## config.mk

```make
export PLATFORM = sky130hd
export DESIGN_NAME = sram_axi_bridge
export DESIGN_NICKNAME = d
export VERILOG_FILES = /design/src/rtl/sram_axi_bridge.sv
export SDC_FILE = /design/constraint.sdc
export NUM_CORES = 1
export LEC_CHECK = 0
export CAP_MARGIN = 20
export CORE_AREA = 2 2 100 102
export DETAILED_ROUTE_END_ITERATION = 7
export DIE_AREA = 0 0 102 104
export DONT_BUFFER_PORTS = 1
export GPL_ROUTABILITY_DRIVEN = 0
export SLEW_MARGIN = 0
export SYNTH_ARGS = -nofsm -noshare
export SYNTH_HDL_FRONTEND = slang
export SYNTH_SLANG_ARGS = --single-unit
export TNS_END_PERCENT = 30
```

## constraint.sdc

```tcl
create_clock -name clk -period 3.8 [get_ports clk]
set_clock_uncertainty 0.15 [all_clocks]
set_input_delay 0.38 -clock clk [delete_from_list [all_inputs] [get_ports clk]]
set_output_delay 0.38 -clock clk [all_outputs]
set_load 0.005 [all_outputs]
```

## src/rtl/sram_axi_bridge.sv

```systemverilog
// ============================================================================
// Module   : sram_axi_bridge
// Purpose  : sram-like slave port to single-beat AXI4 master, one outstanding.
//            Optional macro SRAM_BRIDGE_WR_FAST_OK_EN: early write data_ok.
// Revision : 1.0
// ============================================================================
`default_nettype none

module sram_axi_bridge #(
    parameter logic [3:0] AXI_ID     = 4'd1,
    parameter int         ADDR_WIDTH = 32,
    parameter int         DATA_WIDTH = 32
) (
    input  logic                    clk,
    input  logic                    rst,
    input  logic                    req,
    input  logic                    wr,
    input  logic [1:0]              size,
    input  logic [ADDR_WIDTH-1:0]   addr,
    input  logic [DATA_WIDTH-1:0]   wdata,
    output logic [DATA_WIDTH-1:0]   rdata,
    output logic                    addr_ok,
    output logic                    data_ok,
    output logic [3:0]              arid,
    output logic [ADDR_WIDTH-1:0]   araddr,
    output logic [2:0]              arsize,
    output logic                    arvalid,
    input  logic                    arready,
    input  logic [DATA_WIDTH-1:0]   rdata_axi,
    input  logic                    rvalid,
    output logic                    rready,
    output logic [3:0]              awid,
    output logic [ADDR_WIDTH-1:0]   awaddr,
    output logic [2:0]              awsize,
    output logic                    awvalid,
    input  logic                    awready,
    output logic [DATA_WIDTH-1:0]   wdata_axi,
    output logic [DATA_WIDTH/8-1:0] wstrb,
    output logic                    wlast,
    output logic                    wvalid,
    input  logic                    wready,
    input  logic                    bvalid,
    output logic                    bready
);

    typedef enum logic [2:0] {
        S_IDLE = 3'd0,
        S_AR   = 3'd1,
        S_R    = 3'd2,
        S_AWW  = 3'd3,
        S_B    = 3'd4,
        S_DONE = 3'd5
    } state_t;

    state_t                  state_q, state_d;
    logic                    wr_q, wr_d;
    logic [1:0]              size_q, size_d;
    logic [ADDR_WIDTH-1:0]   addr_q, addr_d;
    logic [DATA_WIDTH-1:0]   wdata_q, wdata_d;
    logic [DATA_WIDTH-1:0]   rdata_q, rdata_d;
    logic                    aw_done_q, aw_done_d;
    logic                    w_done_q, w_done_d;
`ifdef SRAM_BRIDGE_WR_FAST_OK_EN
    logic                    fast_ok_q, fast_ok_d;
`endif

    always_ff @(posedge clk or negedge rst) begin
        if (!rst) begin
            state_q   <= S_IDLE;
            wr_q      <= 1'b0;
            size_q    <= 2'b00;
            addr_q    <= '0;
            wdata_q   <= '0;
            rdata_q   <= '0;
            aw_done_q <= 1'b0;
            w_done_q  <= 1'b0;
`ifdef SRAM_BRIDGE_WR_FAST_OK_EN
            fast_ok_q <= 1'b0;
`endif
        end else begin
            state_q   <= state_d;
            wr_q      <= wr_d;
            size_q    <= size_d;
            addr_q    <= addr_d;
            wdata_q   <= wdata_d;
            rdata_q   <= rdata_d;
            aw_done_q <= aw_done_d;
            w_done_q  <= w_done_d;
`ifdef SRAM_BRIDGE_WR_FAST_OK_EN
            fast_ok_q <= fast_ok_d;
`endif
        end
    end

    // Transfer attributes come only from the latched request, so they stay
    // stable while any VALID is waiting for its READY.
    always_comb begin
        arid      = AXI_ID;
        awid      = AXI_ID;
        araddr    = addr_q;
        awaddr    = addr_q;
        arsize    = (size_q == 2'b11) ? 3'b010 : {1'b0, size_q};
        awsize    = arsize;
        wdata_axi = wdata_q;
        wlast     = 1'b1;
        rdata     = rdata_q;
        case (size_q)
            2'b00:   wstrb = 4'b0001 << addr_q[1:0];
            2'b01:   wstrb = addr_q[1] ? 4'b1100 : 4'b0011;
            default: wstrb = 4'b1111;
        endcase
    end

    always_comb begin
        state_d   = state_q;
        wr_d      = wr_q;
        size_d    = size_q;
        addr_d    = addr_q;
        wdata_d   = wdata_q;
        rdata_d   = rdata_q;
        aw_done_d = aw_done_q;
        w_done_d  = w_done_q;
`ifdef SRAM_BRIDGE_WR_FAST_OK_EN
        fast_ok_d = 1'b0;
`endif
        addr_ok   = 1'b0;
        data_ok   = 1'b0;
        arvalid   = 1'b0;
        rready    = 1'b0;
        awvalid   = 1'b0;
        wvalid    = 1'b0;
        bready    = 1'b0;

        case (state_q)
            S_IDLE: begin
                // Gated by rst so the combinational accept is quiet during reset.
                addr_ok = req & rst;
                if (req) begin
                    wr_d      = wr;
                    size_d    = size;
                    addr_d    = addr;
                    wdata_d   = wdata;
                    aw_done_d = 1'b0;
                    w_done_d  = 1'b0;
                    state_d   = wr ? S_AWW : S_AR;
                end
            end
            S_AR: begin
                arvalid = 1'b1;
                if (arready) state_d = S_R;
            end
            S_R: begin
                rready = 1'b1;
                if (rvalid) begin
                    rdata_d = rdata_axi;
                    state_d = S_DONE;
                end
            end
            S_AWW: begin
                awvalid = !aw_done_q;
                wvalid  = !w_done_q;
                if (awready) aw_done_d = 1'b1;
                if (wready)  w_done_d  = 1'b1;
                if ((aw_done_q || awready) && (w_done_q || wready)) begin
                    state_d = S_B;
`ifdef SRAM_BRIDGE_WR_FAST_OK_EN
                    fast_ok_d = 1'b1;
`endif
                end
            end
            S_B: begin
                bready = 1'b1;
`ifdef SRAM_BRIDGE_WR_FAST_OK_EN
                data_ok = fast_ok_q;
                if (bvalid) state_d = S_IDLE;
`else
                if (bvalid) state_d = S_DONE;
`endif
            end
            S_DONE: begin
                data_ok = 1'b1;
                state_d = S_IDLE;
            end
            default: state_d = S_IDLE;
        endcase
    end

endmodule

`default_nettype wire

```

# Word-level counts from Yosys, hierarchy flattened
# Cells that the tools add are included.
word_totals:
  elab_cells: 58
  out_inout_bits: 154
  ff_bits: 103
  in_bits: 107
op_classes:
  n_eq_ne: 14
  bitwise: 1
  muxes: 22
  reduce_logical: 13
  shift: 1
op_table:
  columns: ["op", "n"]
  rows:
  - ["$mux 3", 5]
  - ["$pmux 3 s5", 1]
  - ["$ne 2x2->1 const B", 7]
  - ["$mux 1", 10]
  - ["$pmux 4 s2", 1]
  - ["$eq 3x2->1 const B", 2]
  - ["$eq 3x3->1 const B", 2]
  - ["$reduce_and 3->1", 2]
  - ["$reduce_and 5->1", 1]
  - ["$mux 2", 2]
  - ["$mux 4", 1]
  - ["$pmux 1 s2", 2]
  - ["$reduce_and 2->1", 2]
  - ["$shl 1x2->4 const A", 1]
  - ["$eq 3x1->1 const B", 1]
  - ["$logic_not 3->1", 1]
  - ["$eq 2x1->1 const B", 1]
  - ["$eq 2x2->1 const B", 1]
  - ["$logic_not 1->1", 2]
  - ["$logic_not 2->1", 1]
  - ["$logic_or 1x1->1", 2]
  - ["$reduce_bool 2->1", 1]
  - ["$and 1x1->1", 1]
  - ["$logic_and 1x1->1", 1]

# Longest topological paths before layout
# Gate-level depths: netlist (run 1).
depth:
  word_depth: 4
  depth_mapped: 6
  depth_no_buf: 3

# Least setup slack after synthesis (run 1)
# OpenSTA, ideal clock, no wires.
synth_path:
  kind: "reg2out"
  start: "reg state_q[0]"
  end: "out addr_ok"
  setup_slack_ns: 2.107
  arrival_time_ns: 1.163
  path_stages_with_launch: 6
  n_path_buf: 3
  required_ns: 3.270
  cell_sequence: "dfrtp_1 -> buf_6 -> nor3_2 -> buf_4 -> buf_6 -> and2_1"
synth_via:
  elab_chain_cells: 2
synth_lines:
  columns: ["item", "line_no", "source"]
  rows:
  - ["start, declared", "55", "state_t state_q, state_d;"]
  - ["start signal, assigned", "81", "state_q <= state_d;"]
  - ["$logic_not 3->1", "134", "case (state_q)"]
  - ["$mux 1", "134", null]
  - ["end, declared", "22", "output logic addr_ok,"]
# No other way between the ends.

# Final worst setup path (run 1)
layout_path:
  start: "reg state_q[1]"
  end: "out addr_ok"
# Same word-level chain as after synthesis.

==> flow_metrics.py, run 1 <==
metrics = {
    "run_status": {
        "status": "finished clean",
    },
    "worst_setup_path": {
        "crit_required_ns": 3.27,
        "cp.depth": 4,
        "critical_path.startpoint_type": "flop",
        "crit_fanout": 47,
        "reg2reg_depth": 3,
        "critPathLaunch": "state_q[1]",
        "worstSetupPathType": "flop to output pin",
        "slowest_stage": "dfrtp_1",
        "setup.worst_path.end_class": "output pin",
        "crit_end": "addr_ok",
        "r2r_slack_ns": 1.68,
        "crit_arrival_ns": 1.99,
        "r2r_end": "rdata[0]",
        "r2r_start": "state_q[1]",
        "crit_family": "simple AND/OR/NAND/NOR gates",
        "slowest_delay_ns": 0.52,
        "critPathBufInv": 1,
        "crit_chain": "nand2b_4, nor3_4, buf_4, and2_1",
    },
    "sta": {
        "tns_ns": 0,
        "finalMaxSlewViolations": 0,
        "fmax_ghz": 0.398,
        "finalCriticalPeriod_ns": 2.52,
        "final_hold_viol_count": 0,
        "grt_setup_unrepaired": "false",
        "setup_viol": 0,
        "finalWorstSetupSlack_ns": 1.28,
        "min_period_over_period": 0.662,
        "relSlewSlack": 0.608,
        "worstMarginPinSlew_ns": 0.588,
    },
    "floorplanning": {
        "row_count": 36,
        "ios": 261,
        "die_h_um": 104,
        "start_util": 0.480,
        "die_x_um": 102,
        "coreArea_um2": 9550,
        "die-area_um2": 10600,
    },
    "hold_path": {
        "hold_depth": 1,
        "hp-start": "wdata[5]",
        "worstHoldPathType": "primary input to flop",
    },
    "grt": {
        "grt_pass1_vias": 2575,
        "grt_pass1_wl_um": 14000,
        "antenna_found_initial": 0,
        "grt.total_usage": 0.173,
        "overflow": 0,
        "grt_start_max_net_pins": 104,
    },
    "synthesis": {
        "yosys.area.top_type": "dfrtp_1",
        "synth_seq_cells": 103,
        "synth_top_area_share": 0.563,
        "synthTopCellsByCount": "dfrtp_1 (103), mux2_2 (48), buf_4 (46)",
        "synthSimpleGateAreaFrac": 0.0292,
        "ys_seq_area_frac": 0.563,
        "synth-compound-area-share": 0.0273,
        "synth_cells": 305,
        "synth_most_common_cell": "dfrtp_1",
        "synth_top_family_by_area": "multiplexers",
        "synth-main-ff-cell": "dfrtp_1",
        "synth.avg_cell_area_um2": 15.0,
        "synthArstFlopShare": 1.00,
        "synth_area_leaders": "dfrtp_1 (56%), mux2_2 (12%), mux2_4 (9.8%)",
        "synth_edf_count": 0,
        "netlist-cell-type-count": 33,
        "synth_mux_area_frac": 0.268,
        "synth_fa_ha_area_frac": 0,
        "synthXorXnorAreaFrac": 0,
        "yosysWarnings": 0,
        "synthesis.area_um2": 4580,
    },
    "power_and_ir_drop": {
        "netSwitchingFraction": 0.343,
        "seq_power_share": 0.564,
        "switching_power_w": 0.00138,
        "p_leak_nw": 2.26,
        "combPwrFrac": 0.280,
        "p_per_area_nw_per_um2": 765,
        "internal-power_w": 0.00265,
        "clkPwrFrac": 0.156,
        "ir_drop_mv": 0.362,
    },
    "placed_design": {
        "port_buffers": 0,
        "post-place-ws_ns": 1.67,
        "hpwl_um": 6020,
        "place_area_um2": 4300,
    },
    "clock_network": {
        "h-tree-depth": 3,
        "clkTransAtPathRegs_ns": 0.10,
        "numCtsBuffers": 9,
        "cts_resized": 0,
        "clockRootBuffer": "clkbuf_8",
        "clk_latency_ns": 0.35,
        "clock_sinks": 103,
        "cts_tree": "yes",
        "clockBufferDepth": 2,
    },
    "final_layout": {
        "antennaDiodeCount": 0,
        "synthToLayoutAreaGrowth_pct": 14.9,
        "num-nets-final": 451,
        "utilization": 0.551,
        "drive_gt1_frac": 0.284,
        "design_area_um2": 5260,
    },
    "detailed_routing": {
        "drcViolationCount": 0,
        "num_vias": 2505,
        "drt_iter0_drc": 70,
        "first_pass_iters": 4,
        "drtAntennaViolNets": 0,
        "wire_per_inst_um": 19.9,
        "routed_wl_um": 9570,
        "vias_per_cell": 5.20,
    },
    "job": {
        "max_cap_viol_count": 0,
    },
}
per-layer routing:
metal | track usage | routed length [µm] | up-vias
met5 | 0 | 0 | -
met4 | 0.0733 | 219 | 0
met3 | 0.0457 | 699 | 19
met2 | 0.301 | 5100 | 146
met1 | 0.198 | 3550 | 1268
li1 | - | - | 1072
timing repair:
item,in CTS,in global routing
hold buffers,64,13
buffers inserted,0,0
endpoints found under the hold margin,165,13
logic make-up after synthesis:
logic type             count (synthesis)
other                                  2
flip-flops                           103
buffers and inverters                 63
multiplexers                          99
AND/OR/NAND/NOR                       19
AO/OA/AOI/OAI                         19
area by class of cell:
type | instances | area [µm²]
Timing Repair Buffer | 79 | 803
Clock inverter | 5 | 41.3
Fill cell | 798 | 4290
Multi-Input combinational cell | 148 | 1530
Inverter | 3 | 11.3
Tap cell | 133 | 166
Clock buffer | 11 | 131
Sequential cell | 103 | 2580
worst min-delay path by stage:
stage / endpoint / slack, ns
after floorplan: araddr[0] / -0.07
after global placement: rdata[21] / -0.06
after detailed placement: rdata[21] / -0.06
after CTS: rdata[12] / 0.00007
after global routing: araddr[7] / 0.0007
final: wdata_axi[5] / 0.02
worst reg2reg max path: stages, from the launching register on:
cell     delay (ns)
dfrtp_1        0.57
nor3b_2        0.30
and2_4         0.56
mux2_2         0.42
per-stage QoR:
step | hold slack (ns) | cells | total power (W)
4_1_cts | 0.0000673 | 469 | 0.00406
2_1_floorplan | -0.0656 | 314 | 0.00337
3_3_place_gp | -0.0639 | 389 | 0.00330
5_1_grt | 0.000735 | 482 | 0.00431
3_5_place_dp | -0.0643 | 389 | 0.00334
6_report | 0.0195 | 482 | 0.00403
sequential cells by signal (all words and copies together) (netlist names):
register	flops
aw_done_q	1
wdata_axi	32
rdata	32
w_done_q	1
size_q	2
state_q	3
araddr	32
power groups by stage:
stage	clock network, W	registers (W)	logic, W
3_5_place_dp	0	0.00229	0.00105
6_report	0.000627	0.00227	0.00113
3_3_place_gp	0	0.00229	0.00101
5_1_grt	0.000702	0.00236	0.00125
4_1_cts	0.000653	0.00227	0.00113
2_1_floorplan	0	0.00204	0.00133
layout by cell type, fill, tap and decap left out, types with 2 or more instances in the layout:
cell	instances
dfrtp_1	103
dlygate4sd3_1	76
mux2_2	48
mux2_4	30
mux2_1	20
conb_1	11
clkbuf_8	9
o21ai_0	6
a21o_1	3
inv_1	3
nor2_1	3
nor2b_1	3
a21oi_1	3
nand2b_1	2
o21bai_1	2
nor3b_1	2
o221ai_1	2
inv_6	2
clkinvlp_4	2
clkbuf_1	2
buf_4	2
Power figures use the tool's default switching activity.
==> run 2: changes to the inputs <==
==> constraint.sdc (replaced) <==
create_clock -name clk -period 2.61 [get_ports clk]
set_clock_uncertainty 0.15 [all_clocks]
set_input_delay 0.261 -clock clk [delete_from_list [all_inputs] [get_ports clk]]
set_output_delay 0.261 -clock clk [all_outputs]
set_load 0.005 [all_outputs]
==> run 2 against run 1 <==
Effect of this change:
- the run now fails in clock tree synthesis (4_1_cts)
- synthesized cell count did not move
- synthesized area did not move
==> flow_metrics.py, run 2 <==
metrics = {
    "run_status": {
        "status": "did not finish",
        "stop_stage": "clock tree synthesis (4_1_cts)",
        "first-error": "[ERROR RSZ-0060] Max buffer count reached.",
    },
    "clock_network": {
        "numCtsBuffers": 9,
        "cts_resized": 0,
        "clockBufferDepth": 2,
        "clock_sinks": 103,
        "h-tree-depth": 3,
        "postCtsHoldBufs": 101,
        "cts_setup_buffers": 0,
        "clockRootBuffer": "clkbuf_8",
    },
    "floorplanning": {
        "start_util": 0.480,
        "row_count": 36,
        "die_h_um": 104,
        "ios": 261,
        "die_x_um": 102,
    },
    "synthesis": {
        "synth_most_common_cell": "dfrtp_1",
        "synth-main-ff-cell": "dfrtp_1",
        "netlist-cell-type-count": 33,
        "synth_seq_cells": 103,
        "synthArstFlopShare": 1.00,
        "synth_top_area_share": 0.563,
        "synth_cells": 305,
        "synth_edf_count": 0,
        "yosys.area.top_type": "dfrtp_1",
        "synthTopCellsByCount": "dfrtp_1 (103), mux2_2 (48), buf_4 (46)",
        "synth.avg_cell_area_um2": 15.0,
        "synthesis.area_um2": 4580,
        "synth_area_leaders": "dfrtp_1 (56%), mux2_2 (12%), mux2_4 (9.8%)",
        "ys_seq_area_frac": 0.563,
        "yosysWarnings": 0,
    },
    "placed_design": {
        "port_buffers": 0,
        "hpwl_um": 6280,
    },
}
run 2: kinds of logic after synthesis:
| group | synth area share |
|---|---|
| DFF | 0.563 |
| muxes | 0.268 |
| buffers and inverters | 0.111 |
| AOI/OAI and AO/OA | 0.0273 |
| and+or+nand+nor | 0.0292 |
| other | 0.00164 |
run 2: metrics by stage:
step                hold slack, ns  cells  instance area, µm²   util  setup slack (ns)
floorplan                   -0.185    314                4610      -             0.952
global placement            -0.183    390                4320  0.453             0.574
detailed placement          -0.183    390                4320  0.453             0.501
==> run 3: changes to the inputs <==
--- a/config.mk
+++ b/config.mk
@@ -6,11 +6,12 @@
 export NUM_CORES = 1
 export LEC_CHECK = 0
 export CAP_MARGIN = 20
-export CORE_AREA = 2 2 100 102
+export CORE_MARGIN = 2
+export CORE_UTILIZATION = 40
 export DETAILED_ROUTE_END_ITERATION = 7
-export DIE_AREA = 0 0 102 104
 export DONT_BUFFER_PORTS = 1
 export GPL_ROUTABILITY_DRIVEN = 0
+export PLACE_DENSITY_LB_ADDON = 0.15
 export SLEW_MARGIN = 0
 export SYNTH_ARGS = -nofsm -noshare
 export SYNTH_HDL_FRONTEND = slang
==> run 3 against run 2 <==
Effect of this change:
- the run again fails in clock tree synthesis (4_1_cts)
- synthesized area stayed put
- synthesized cell count unchanged
==> flow_metrics.py, run 3 <==
metrics = {
    "run_status": {
        "status": "did not finish",
        "stop_stage": "clock tree synthesis (4_1_cts)",
        "first-error": "[ERROR RSZ-0060] Max buffer count reached.",
    },
    "synthesis": {
        "synth_area_leaders": "dfrtp_1 (56%), mux2_2 (12%), mux2_4 (9.8%)",
        "synth.avg_cell_area_um2": 15.0,
        "ys_seq_area_frac": 0.563,
        "yosys.area.top_type": "dfrtp_1",
        "synth-main-ff-cell": "dfrtp_1",
        "synth_edf_count": 0,
        "synthesis.area_um2": 4580,
        "synth_seq_cells": 103,
        "synth_cells": 305,
        "synth_top_area_share": 0.563,
        "netlist-cell-type-count": 33,
        "synth_most_common_cell": "dfrtp_1",
        "synthTopCellsByCount": "dfrtp_1 (103), mux2_2 (48), buf_4 (46)",
        "synthArstFlopShare": 1.00,
        "yosysWarnings": 0,
    },
    "placed_design": {
        "port_buffers": 0,
        "hpwl_um": 6160,
    },
    "floorplanning": {
        "die_h_um": 111,
        "ios": 261,
        "die_x_um": 111,
        "start_util": 0.406,
        "row_count": 39,
    },
    "clock_network": {
        "cts_setup_buffers": 0,
        "clockRootBuffer": "clkbuf_16",
        "numCtsBuffers": 9,
        "cts_resized": 0,
        "h-tree-depth": 3,
        "postCtsHoldBufs": 101,
        "clockBufferDepth": 2,
        "clock_sinks": 103,
    },
}
-- run 3: cell counts after synthesis --
Identical to the previous run, type by type.
-- run 3: logic make-up after synthesis --
logic type | count (synthesis) | synth area share
buffers and inverters | 63 | 0.111
flip-flops | 103 | 0.563
other | 2 | 0.00164
multiplexers | 99 | 0.268
AND/OR/NAND/NOR | 19 | 0.0292
AO/OA/AOI/OAI | 19 | 0.0273
-- run 3: stage by stage --
step | setup WS (ns) | instance area (µm²) | hold slack [ns] | cells
after detailed placement | 0.611 | 4340 | -0.183 | 400
after global placement | 0.637 | 4340 | -0.183 | 400
after floorplan | 0.952 | 4610 | -0.185 | 314
